[src/rtl/connect4_pkg.sv]
// Shared constants and types for the Connect-4 piece drop unit.
// Board geometry, cell encoding and drop-FSM states.
package connect4_pkg;

  localparam int         NUM_ROWS  = 6;
  localparam int         NUM_COLS  = 7;
  localparam int         NUM_CELLS = NUM_ROWS * NUM_COLS;
  localparam logic [2:0] COL_NONE  = 3'd7;

  typedef enum logic [1:0] {
    EMPTY = 2'b00,
    P1    = 2'b01,
    P2    = 2'b10
  } cell_t;

  typedef enum logic [2:0] {
    IDLE,
    SCAN,
    WRITE,
    REPORT,
    REJECT
  } drop_st_t;

  function automatic logic on_board(
    input logic [2:0] r,
    input logic [2:0] c
  );
    return (r < 3'(NUM_ROWS)) && (c < 3'(NUM_COLS));
  endfunction

endpackage

[src/rtl/piece_drop_if.sv]
// Drop request / result bundle between the game controller
// and the piece drop unit.
interface piece_drop_if;

  logic       drop;
  logic [2:0] colval;
  logic       busy;
  logic       done;
  logic       invalid;
  logic [2:0] row_out;
  logic [2:0] col_out;

  modport master (
    output drop, colval,
    input  busy, done, invalid, row_out, col_out
  );

  modport slave (
    input  drop, colval,
    output busy, done, invalid, row_out, col_out
  );

endinterface

[src/rtl/c4_board_regs.sv]
// 6x7 board storage: one write port, a scan read port
// and a display read port, with synchronous clear.
module c4_board_regs
  import connect4_pkg::*;
(
  input  logic       clk,
  input  logic       rst,
  input  logic       clr,
  input  logic       we,
  input  logic [2:0] wr_row,
  input  logic [2:0] wr_col,
  input  cell_t      wr_data,
  input  logic [2:0] sc_row,
  input  logic [2:0] sc_col,
  output cell_t      sc_cell,
  input  logic [2:0] rd_row,
  input  logic [2:0] rd_col,
  output cell_t      rd_cell
);

  cell_t cells [NUM_ROWS][NUM_COLS];

  always_ff @(posedge clk or negedge rst) begin
    if (!rst) begin
      for (int r = 0; r < NUM_ROWS; r++)
        for (int c = 0; c < NUM_COLS; c++)
          cells[r][c] <= EMPTY;
    end else if (clr) begin
      for (int r = 0; r < NUM_ROWS; r++)
        for (int c = 0; c < NUM_COLS; c++)
          cells[r][c] <= EMPTY;
    end else if (we && on_board(wr_row, wr_col)) begin
      cells[wr_row][wr_col] <= wr_data;
    end
  end

  // Off-board addresses read as empty.
  always_comb begin
    sc_cell = EMPTY;
    rd_cell = EMPTY;
    if (on_board(sc_row, sc_col))
      sc_cell = cells[sc_row][sc_col];
    if (on_board(rd_row, rd_col))
      rd_cell = cells[rd_row][rd_col];
  end

endmodule

[src/rtl/piece_drop.sv]
// Connect-4 piece drop: scans a column bottom-up, places the
// mover's piece in the first empty cell and reports it.
module piece_drop
  import connect4_pkg::*;
(
  input  logic        clk,
  input  logic        rst,
  input  logic        clr,
  piece_drop_if.slave bus,
  output logic        player,
  output logic        board_full,
  input  logic [2:0]  rd_row,
  input  logic [2:0]  rd_col,
  output logic [1:0]  rd_cell
);

  drop_st_t   st, nxt;
  logic [2:0] col_q, row_q;
  logic [2:0] row_o, col_o;
  logic [5:0] cnt;
  logic       ply;
  logic       take;
  logic       we, busy, done, invalid;
  cell_t      sc_cell, dp_cell;

  assign board_full = (cnt == 6'(NUM_CELLS));
  assign take = bus.drop && (bus.colval != COL_NONE)
             && !board_full;

  c4_board_regs u_regs (
    .clk     (clk),
    .rst     (rst),
    .clr     (clr),
    .we      (we),
    .wr_row  (row_q),
    .wr_col  (col_q),
    .wr_data (ply ? P2 : P1),
    .sc_row  (row_q),
    .sc_col  (col_q),
    .sc_cell (sc_cell),
    .rd_row  (rd_row),
    .rd_col  (rd_col),
    .rd_cell (dp_cell)
  );

  always_ff @(posedge clk or negedge rst) begin
    if (!rst) st <= IDLE;
    else      st <= nxt;
  end

  always_comb begin
    nxt = st;
    unique case (st)
      IDLE:
        if (bus.drop) nxt = take ? SCAN : REJECT;
      SCAN:
        if (sc_cell == EMPTY)
          nxt = WRITE;
        else if (row_q == 3'(NUM_ROWS - 1))
          nxt = REJECT;
      WRITE:   nxt = REPORT;
      REPORT:  nxt = IDLE;
      REJECT:  nxt = IDLE;
      default: nxt = IDLE;
    endcase
    if (clr) nxt = IDLE;
  end

  always_comb begin
    busy    = (st != IDLE);
    done    = (st == REPORT);
    invalid = (st == REJECT);
    we      = (st == WRITE);
  end

  always_ff @(posedge clk or negedge rst) begin
    if (!rst) begin
      col_q <= '0;
      row_q <= '0;
      row_o <= '0;
      col_o <= '0;
      cnt   <= '0;
      ply   <= 1'b0;
    end else if (clr) begin
      col_q <= '0;
      row_q <= '0;
      row_o <= '0;
      col_o <= '0;
      cnt   <= '0;
      ply   <= 1'b0;
    end else begin
      unique case (st)
        IDLE:
          if (take) begin
            col_q <= bus.colval;
            row_q <= '0;
          end
        SCAN:
          if (sc_cell != EMPTY &&
              row_q != 3'(NUM_ROWS - 1))
            row_q <= row_q + 3'd1;
        WRITE: begin
          row_o <= row_q;
          col_o <= col_q;
          cnt   <= cnt + 6'd1;
          ply   <= ~ply;
        end
        default: ;
      endcase
    end
  end

  assign bus.busy    = busy;
  assign bus.done    = done;
  assign bus.invalid = invalid;
  assign bus.row_out = row_o;
  assign bus.col_out = col_o;
  assign player      = ply;
  assign rd_cell     = dp_cell;

endmodule

[src/flat_wrapper.sv]
// flat-port wrapper written by rule: the top's interface ports become plain ports
module piece_drop_flat import connect4_pkg::*;
  (clk, rst, clr, player, board_full, rd_row, rd_col, rd_cell, bus_drop, bus_colval, bus_busy, bus_done, bus_invalid, bus_row_out, bus_col_out);
  piece_drop_if bus_i ();
  input  logic clk;
  input  logic rst;
  input  logic clr;
  output logic player;
  output logic board_full;
  input  logic [2:0] rd_row;
  input  logic [2:0] rd_col;
  output logic [1:0] rd_cell;
  input wire logic [$bits(bus_i.drop)-1:0] bus_drop;
  input wire logic [$bits(bus_i.colval)-1:0] bus_colval;
  output wire logic [$bits(bus_i.busy)-1:0] bus_busy;
  output wire logic [$bits(bus_i.done)-1:0] bus_done;
  output wire logic [$bits(bus_i.invalid)-1:0] bus_invalid;
  output wire logic [$bits(bus_i.row_out)-1:0] bus_row_out;
  output wire logic [$bits(bus_i.col_out)-1:0] bus_col_out;
  assign bus_i.drop = bus_drop;
  assign bus_i.colval = bus_colval;
  assign bus_busy = bus_i.busy;
  assign bus_done = bus_i.done;
  assign bus_invalid = bus_i.invalid;
  assign bus_row_out = bus_i.row_out;
  assign bus_col_out = bus_i.col_out;
  piece_drop u_core (.clk(clk), .rst(rst), .clr(clr), .bus(bus_i), .player(player), .board_full(board_full), .rd_row(rd_row), .rd_col(rd_col), .rd_cell(rd_cell));
endmodule
[config.mk]
export PLATFORM = sky130hd
export DESIGN_NAME = piece_drop_flat
export DESIGN_NICKNAME = d
export VERILOG_FILES = /design/src/rtl/connect4_pkg.sv /design/src/rtl/piece_drop_if.sv /design/src/rtl/c4_board_regs.sv /design/src/rtl/piece_drop.sv /design/src/flat_wrapper.sv
export SDC_FILE = /design/constraint.sdc
export NUM_CORES = 1
export LEC_CHECK = 0
export CORE_MARGIN = 1
export CORE_UTILIZATION = 39
export CTS_CLUSTER_SIZE = 20
export DETAILED_ROUTE_END_ITERATION = 8
export DONT_BUFFER_PORTS = 1
export GPL_ROUTABILITY_DRIVEN = 0
export MAX_ROUTING_LAYER = met4
export PLACE_DENSITY_LB_ADDON = 0.25
export SETUP_SLACK_MARGIN = 0.2
export SYNTH_ARGS = -nofsm -noshare
export SYNTH_HDL_FRONTEND = slang
export SYNTH_SLANG_ARGS = --single-unit
[constraint.sdc]
create_clock -name clk -period 2.8 [get_ports clk]
set_input_delay 0.42 -clock clk [delete_from_list [all_inputs] [get_ports clk]]
set_output_delay 0.42 -clock clk [all_outputs]
set_load 0.05 [all_outputs]
### Yosys cells after proc, flatten, opt, wreduce, memory -nomap -nowiden

Index checks and enable logic that the tools add are counted.
Widths: inputs -> output; s select.

* $add $sub $neg: 2
* order comparisons: 10
* equality and inequality tests: 12
* multiplexer cells: 43
* bitwise logic cells: 5
* reductions and logical operators: 21

Operator list (count)
* $mux 84: 2
* $bmux 14 s3: 2
* $bwmux 84: 1
* $mux 14: 5
* $mux 3: 15
* $demux 14 s3: 1
* $ge 4x4->1 const B: 4
* $mux 2: 8
* $not 3->4: 4
* $bmux 2 s3: 2
* $lt 3x3->1 const B: 4
* $mux 6: 2
* $reduce_bool 2->1: 5
* $ne 3x3->1 const B: 3
* $pmux 3 s3: 1
* $logic_and 1x1->1: 8
* $lt 4x1->1 const B: 2
* $add 6x1->6 const B: 1
* $demux 2 s3: 1
* $eq 3x2->1 const B: 2
* $eq 3x3->1 const B: 2
* $eq 6x6->1 const B: 1
* $ne 3x2->1 const B: 2
* $pmux 3 s2: 1
* 11 further kinds: 14

* bits in registers: 106
* bits of input ports: 13
* output and inout bits: 13

### Longest topological paths before layout

* word-level depth: 13
* depth in mapped cells: 10

### Cells and area by module

Synthesis repeated with hierarchy kept, for this count alone.

* cells, all modules: 766
* area, all modules: 6620.1 µm²

By module, submodules not included
* c4_board_regs: times used 1, cells each 643, area each 5471.5 µm²
* piece_drop: times used 1, cells each 123, area each 1148.6 µm²

### Worst setup path after synthesis

No wires, ideal clock.

* path kind: input port to output port
* from: input rd_row[2]
* to: output rd_cell[0]
* data arrival time: 2.197 ns
* required time: 2.380 ns
* slack: 0.183 ns
* stages: 8
* path through: inv_1 -> clkbuf_1 -> clkbuf_1 -> o22ai_1 -> o311ai_0 -> o21ai_0 -> o221ai_1 -> and3_1

* word-level cells in the longest chain between the ends: 8

Ends and longest elaborated chain
* start: declaration: RTL line flat_wrapper.sv:10 `input logic [2:0] rd_row;`
* $not 3->4 (implied by the code): RTL line c4_board_regs.sv:44 `rd_cell = cells[rd_row][rd_col];`
* $bmux 14 s3: RTL line c4_board_regs.sv:44
* $mux 14 (implied by the code) (2 in a row): RTL line c4_board_regs.sv:44
* $bmux 2 s3: RTL line c4_board_regs.sv:44
* $mux 2 (implied by the code) (2 in a row): RTL line c4_board_regs.sv:44
* $mux 2 (*): RTL line c4_board_regs.sv:43 `if (on_board(rd_row, rd_col))`
* end: declaration: RTL line flat_wrapper.sv:12 `output logic [1:0] rd_cell;`

Every way passes the cells marked *; elsewhere a longest branch is shown, timed or not. The select of a mux whose other input is x is not followed.

### Worst setup path after layout

* from: register u_core.u_regs.cells[38] (netlist bit)
* to: output rd_cell[0]

* word-level cells in the longest chain between the ends: 7

Ends and longest elaborated chain
* start: declaration: RTL line c4_board_regs.sv:21 `cell_t cells [NUM_ROWS][NUM_COLS];`
* start signal: indexed assignment: RTL line c4_board_regs.sv:33 `cells[wr_row][wr_col] <= wr_data;`
* $bmux 14 s3: RTL line c4_board_regs.sv:44
* $mux 14 (implied by the code) (2 in a row): RTL line c4_board_regs.sv:44
* $bmux 2 s3: RTL line c4_board_regs.sv:44
* $mux 2 (implied by the code) (2 in a row): RTL line c4_board_regs.sv:44
* $mux 2: RTL line c4_board_regs.sv:43

Every way passes these cells. The select of a mux whose other input is x is not followed.

==> metrics.md <==
| Metric | Value |
|---|---|
| Hpwl dp | `between 10 and 15 mm` |
| Worst clock skew | `0.01184 ns` |
| Area grow syn2layout | `11.42%` |
| Synthesized-area fraction occupied by adder cells | `0.008306` |
| Post-Synthesis Cells | `slightly below 700` |
| Compound-Gate Fraction of Synth Area | `0.2429` |
| Final count of hold timing violations | `approximately 110` |
| Worst slew pin tran | `approximately 0.87 ns` |
| Failing checks | `hold timing` |
| Period utilisation layout | `0.8989` |
| Max VDD drop | `~0.29 mV` |
| Tmin final | `2.517 ns` |
| Syn Nets | `between 600 and 700` |
| Combinational group share of total power | `0.140` |
| DP Area | `between 6000 and 7000 sq um` |
| Worst-path fanout max | `3` |
| Distinct cell type count of the synthesized netlist | `just under 60` |
| Largest family of logic cells by synthesized area | `compound AO/OA/AOI/OAI gates` |
| Commonest cells after routing, fill and taps aside | `104 x dfrtp_1, 99 x a21oi_1, 68 x nor2_1` |
| P per Cell Area | `roughly 500 nW/um^2` |
| Switching pwr | `roughly 1000 uW` |
| Internal | `between 2 and 2.5 mW` |
| Asr flop ratio synth | `1.000` |
| Fmax | `about 0.4 GHz` |
| Vias in the first global route | `around 5,400` |
| Sw Share | `0.2913` |
| Via count | `approximately 5,600` |
| Max Root-Sink Buffers | `2` |
| Pleak | `approximately 2.6 nW` |
| Port buffer count | `0` |
| Total Nets Final | `about 700` |
| DRT iter0 DRCs | `685` |
| Syn Area/Cell | `just under 9 sq um` |
| Core Footprint | `around 15,000 sq um` |
| Fin util | `0.4433` |
| Hold Path Class | `primary input to async pin` |
| H-tree levels | `3` |
| ANT cells | `0` |
| Clock latency on the worst-skew pair | `0.37 ns` |
| Post-route DRC | `0` |
| Clk pin slew, worst setup/hold paths | `around 0.08 ns` |
| Via density | `about 6.5` |
| WL final | `about 19 mm` |
| IO Pins | `26` |
| MaxCap Viol Count | `0` |
| CP startpoint kind | `flop` |
| CP endpoint kind | `output port` |
| Part of the power in the clock network | `0.385` |
| Initial antenna violation count | `0` |
| GRT Overall Usage | `0.2548` |
| Grt total ovfl | `0` |
| Initial Util | `0.3979` |
| Largest net degree at the start of global routing | `about 110` |
| Post-Syn Area | `roughly 6000 sq um` |
| Rows | `45` |
| Yosys warning count | `0` |
| Worst hold slack | `-0.2518 ns` |
| Run status | `finished with violations` |
| Setup CP Type | `flop to output port` |
| Sequential cell area fraction in the yosys report | `0.4402` |
| Share of layout cells above drive strength 1 | `0.1454` |
| Unrepaired setup endpoints after global routing | `false` |
| Final Cell Area | `about 6700 sq um` |
| Drt pass-1 iters | `7` |
| Wire per inst | `~22 microns` |
| Clock root buffer | `clkbuf_16` |
| Worst EP arrival | `around 2.1 ns` |
| Multiplexer area fraction after synthesis | `0.04651` |
| Fill cells | `1,452` |
| Setup_tns | `0 ns` |
| Post-DRT Antenna Nets | `0` |
| Post-Synth Simple-Gate Area | `0.1989` |
| EDFF count, synth | `0` |
| Sequential share of power | `0.475` |
| Vert. Die Dim | `between 100 and 150 microns` |
| Dominant synthesized flop cell | `dfrtp_1` |
| Final setup violation count | `0` |
| Num CTS Buffers | `9` |
| Post-synthesis xor/xnor area fraction | `0.008721` |
| #FFs+latches synth | `106` |
| WP data required | `between 2 and 2.5 ns` |
| First-pass GRT wire length | `roughly 30 mm` |
| Die area | `approximately 16,000 sq um` |
| CTS sink count | `roughly 110` |
| CTS tree | `yes` |
| Slew margin rel. | `0.4193` |
| Final Max Slew Viols | `0` |
| Power Total | `around 3.4 mW` |
| Commonest non-fill, non-tap cell in the layout | `dfrtp_1` |
| Die X | `about 130 microns` |
==> state kept, by name (all words and copies together) (netlist names) <==
name,cells
u_core.u_regs.cells,84
u_core.cnt,6
u_core.bus.col_out,3
u_core.bus.row_out,3
u_core.col_q,3
u_core.row_q,3
u_core.st,3
u_core.player,1
==> cell usage after synthesis (2+ instances only) <==
master / n / area, sq um
xor2_1: 3 / 26.28
o31a_1: 2 / 17.52
nand4b_1: 2 / 17.52
a21oi_1: 99 / 495.5
or3_1: 6 / 37.54
buf_4: 2 / 15.01
mux4_2: 8 / 180.2
inv_1: 10 / 37.54
o21ai_0: 55 / 275.3
buf_6: 5 / 56.30
o311ai_0: 5 / 43.79
nand3_1: 52 / 260.3
nand2_1: 29 / 108.9
or2_2: 3 / 18.77
xnor2_1: 3 / 26.28
a2111oi_2: 2 / 30.03
nor4_1: 7 / 43.79
and3_1: 5 / 31.28
clkbuf_1: 43 / 161.4
nand2b_1: 6 / 37.54
nor3_1: 10 / 50.05
o31ai_1: 4 / 30.03
mux2i_1: 7 / 70.07
buf_2: 10 / 50.05
nor2_1: 68 / 255.2
o211ai_1: 3 / 22.52
and2_1: 2 / 12.51
ha_1: 4 / 50.05
o22ai_1: 20 / 125.1
a311oi_1: 25 / 219.0
o221ai_1: 5 / 43.79
a211oi_1: 7 / 52.55
or3b_2: 5 / 43.79
o2bb2ai_1: 2 / 17.52
nor2b_1: 4 / 25.02
mux2_4: 2 / 30.03
a2111oi_0: 2 / 17.52
nor2_2: 3 / 18.77
dfrtp_1: 106 / 2653
nor3b_1: 21 / 157.7
==> worst max-delay path: stages, from the launching register on <==
cell	delay, ns
dfrtp_1	0.40
o22ai_1	0.10
or3_1	0.34
o311ai_0	0.10
o21ai_1	0.22
o221ai_2	0.25
and3_4	0.32
==> per-stage QoR <==
stage | std cells | setup slack, ns
final | 862 | 0.2830
after global routing | 862 | 0.1989
after CTS | 856 | 0.2072
after detailed placement | 837 | 0.003609
after global placement | 837 | 0.04979
after floorplan | 675 | 0.2393
==> final timing paths <==
path	cells after the start	endpoint	startpoint	slack, ns
min in group clk	1	u_core.col_q[2]$_DFFE_PN0P_	clr	0.12
min reg2reg	1	u_core.st[1]$_DFFE_PN0P_	u_core.st[2]$_DFFE_PN0P_	0.55
max	6	rd_cell[0]	u_core.u_regs.cells[38]$_DFFE_PN0P_	0.28
max reg2reg	7	u_core.row_q[0]$_DFFE_PN0P_	u_core.row_q[1]$_DFFE_PN0P_	0.29
min	0	u_core.u_regs.cells[37]$_DFFE_PN0P_	rst	-0.25
max in group asynchronous	0	u_core.player$_DFFE_PN0P_	rst	2.85
==> cells by family after synthesis <==
kind of cell               after synthesis
muxes                                   17
AOI/OAI and AO/OA                      239
adders and majority gates                4
xor gates and xnor gates                 6
buffers and inverters                   72
and+or+nand+nor                        231
DFF                                    106
==> power by group through the flow <==
stage | combinational (mW) | sequential, mW | clock [mW]
2_1_floorplan | 0.373 | 1.61 | 0
3_3_place_gp | 0.448 | 1.65 | 0
3_5_place_dp | 0.451 | 1.65 | 0
4_1_cts | 0.460 | 1.62 | 1.35
5_1_grt | 0.508 | 1.63 | 1.41
6_report | 0.477 | 1.62 | 1.32
==> timing repair <==
action | 4_1_cts | 5_1_grt
endpoints found under the setup margin | 2 | 7
resized for setup | 11 | 9
hold endpoints to repair | 106 | 106
pin swaps | 4 | 7
buffers inserted | 3 | 6
==> cell type report <==
class | count | area [sq um] | area share
Multi-Input combinational cell | 497 | 3098 | 0.4614
Timing Repair Buffer | 44 | 377.9 | 0.05628
Clock buffer | 9 | 225.2 | 0.03354
Tap cell | 188 | 235.2 | 0.03504
Clock inverter | 7 | 76.32 | 0.01137
Inverter | 11 | 46.29 | 0.006895
Sequential cell | 106 | 2655 | 0.3955
==> per-layer routing <==
layer / wire length, microns / global-route usage / part of all wire
met5: 0 / - / 0
met4: 660 / 0.1070 / 0.035
met3: 1477 / 0.05905 / 0.078
met2: 8651 / 0.3734 / 0.46
met1: 8178 / 0.3391 / 0.43
(Power assumes the default switching activity.)
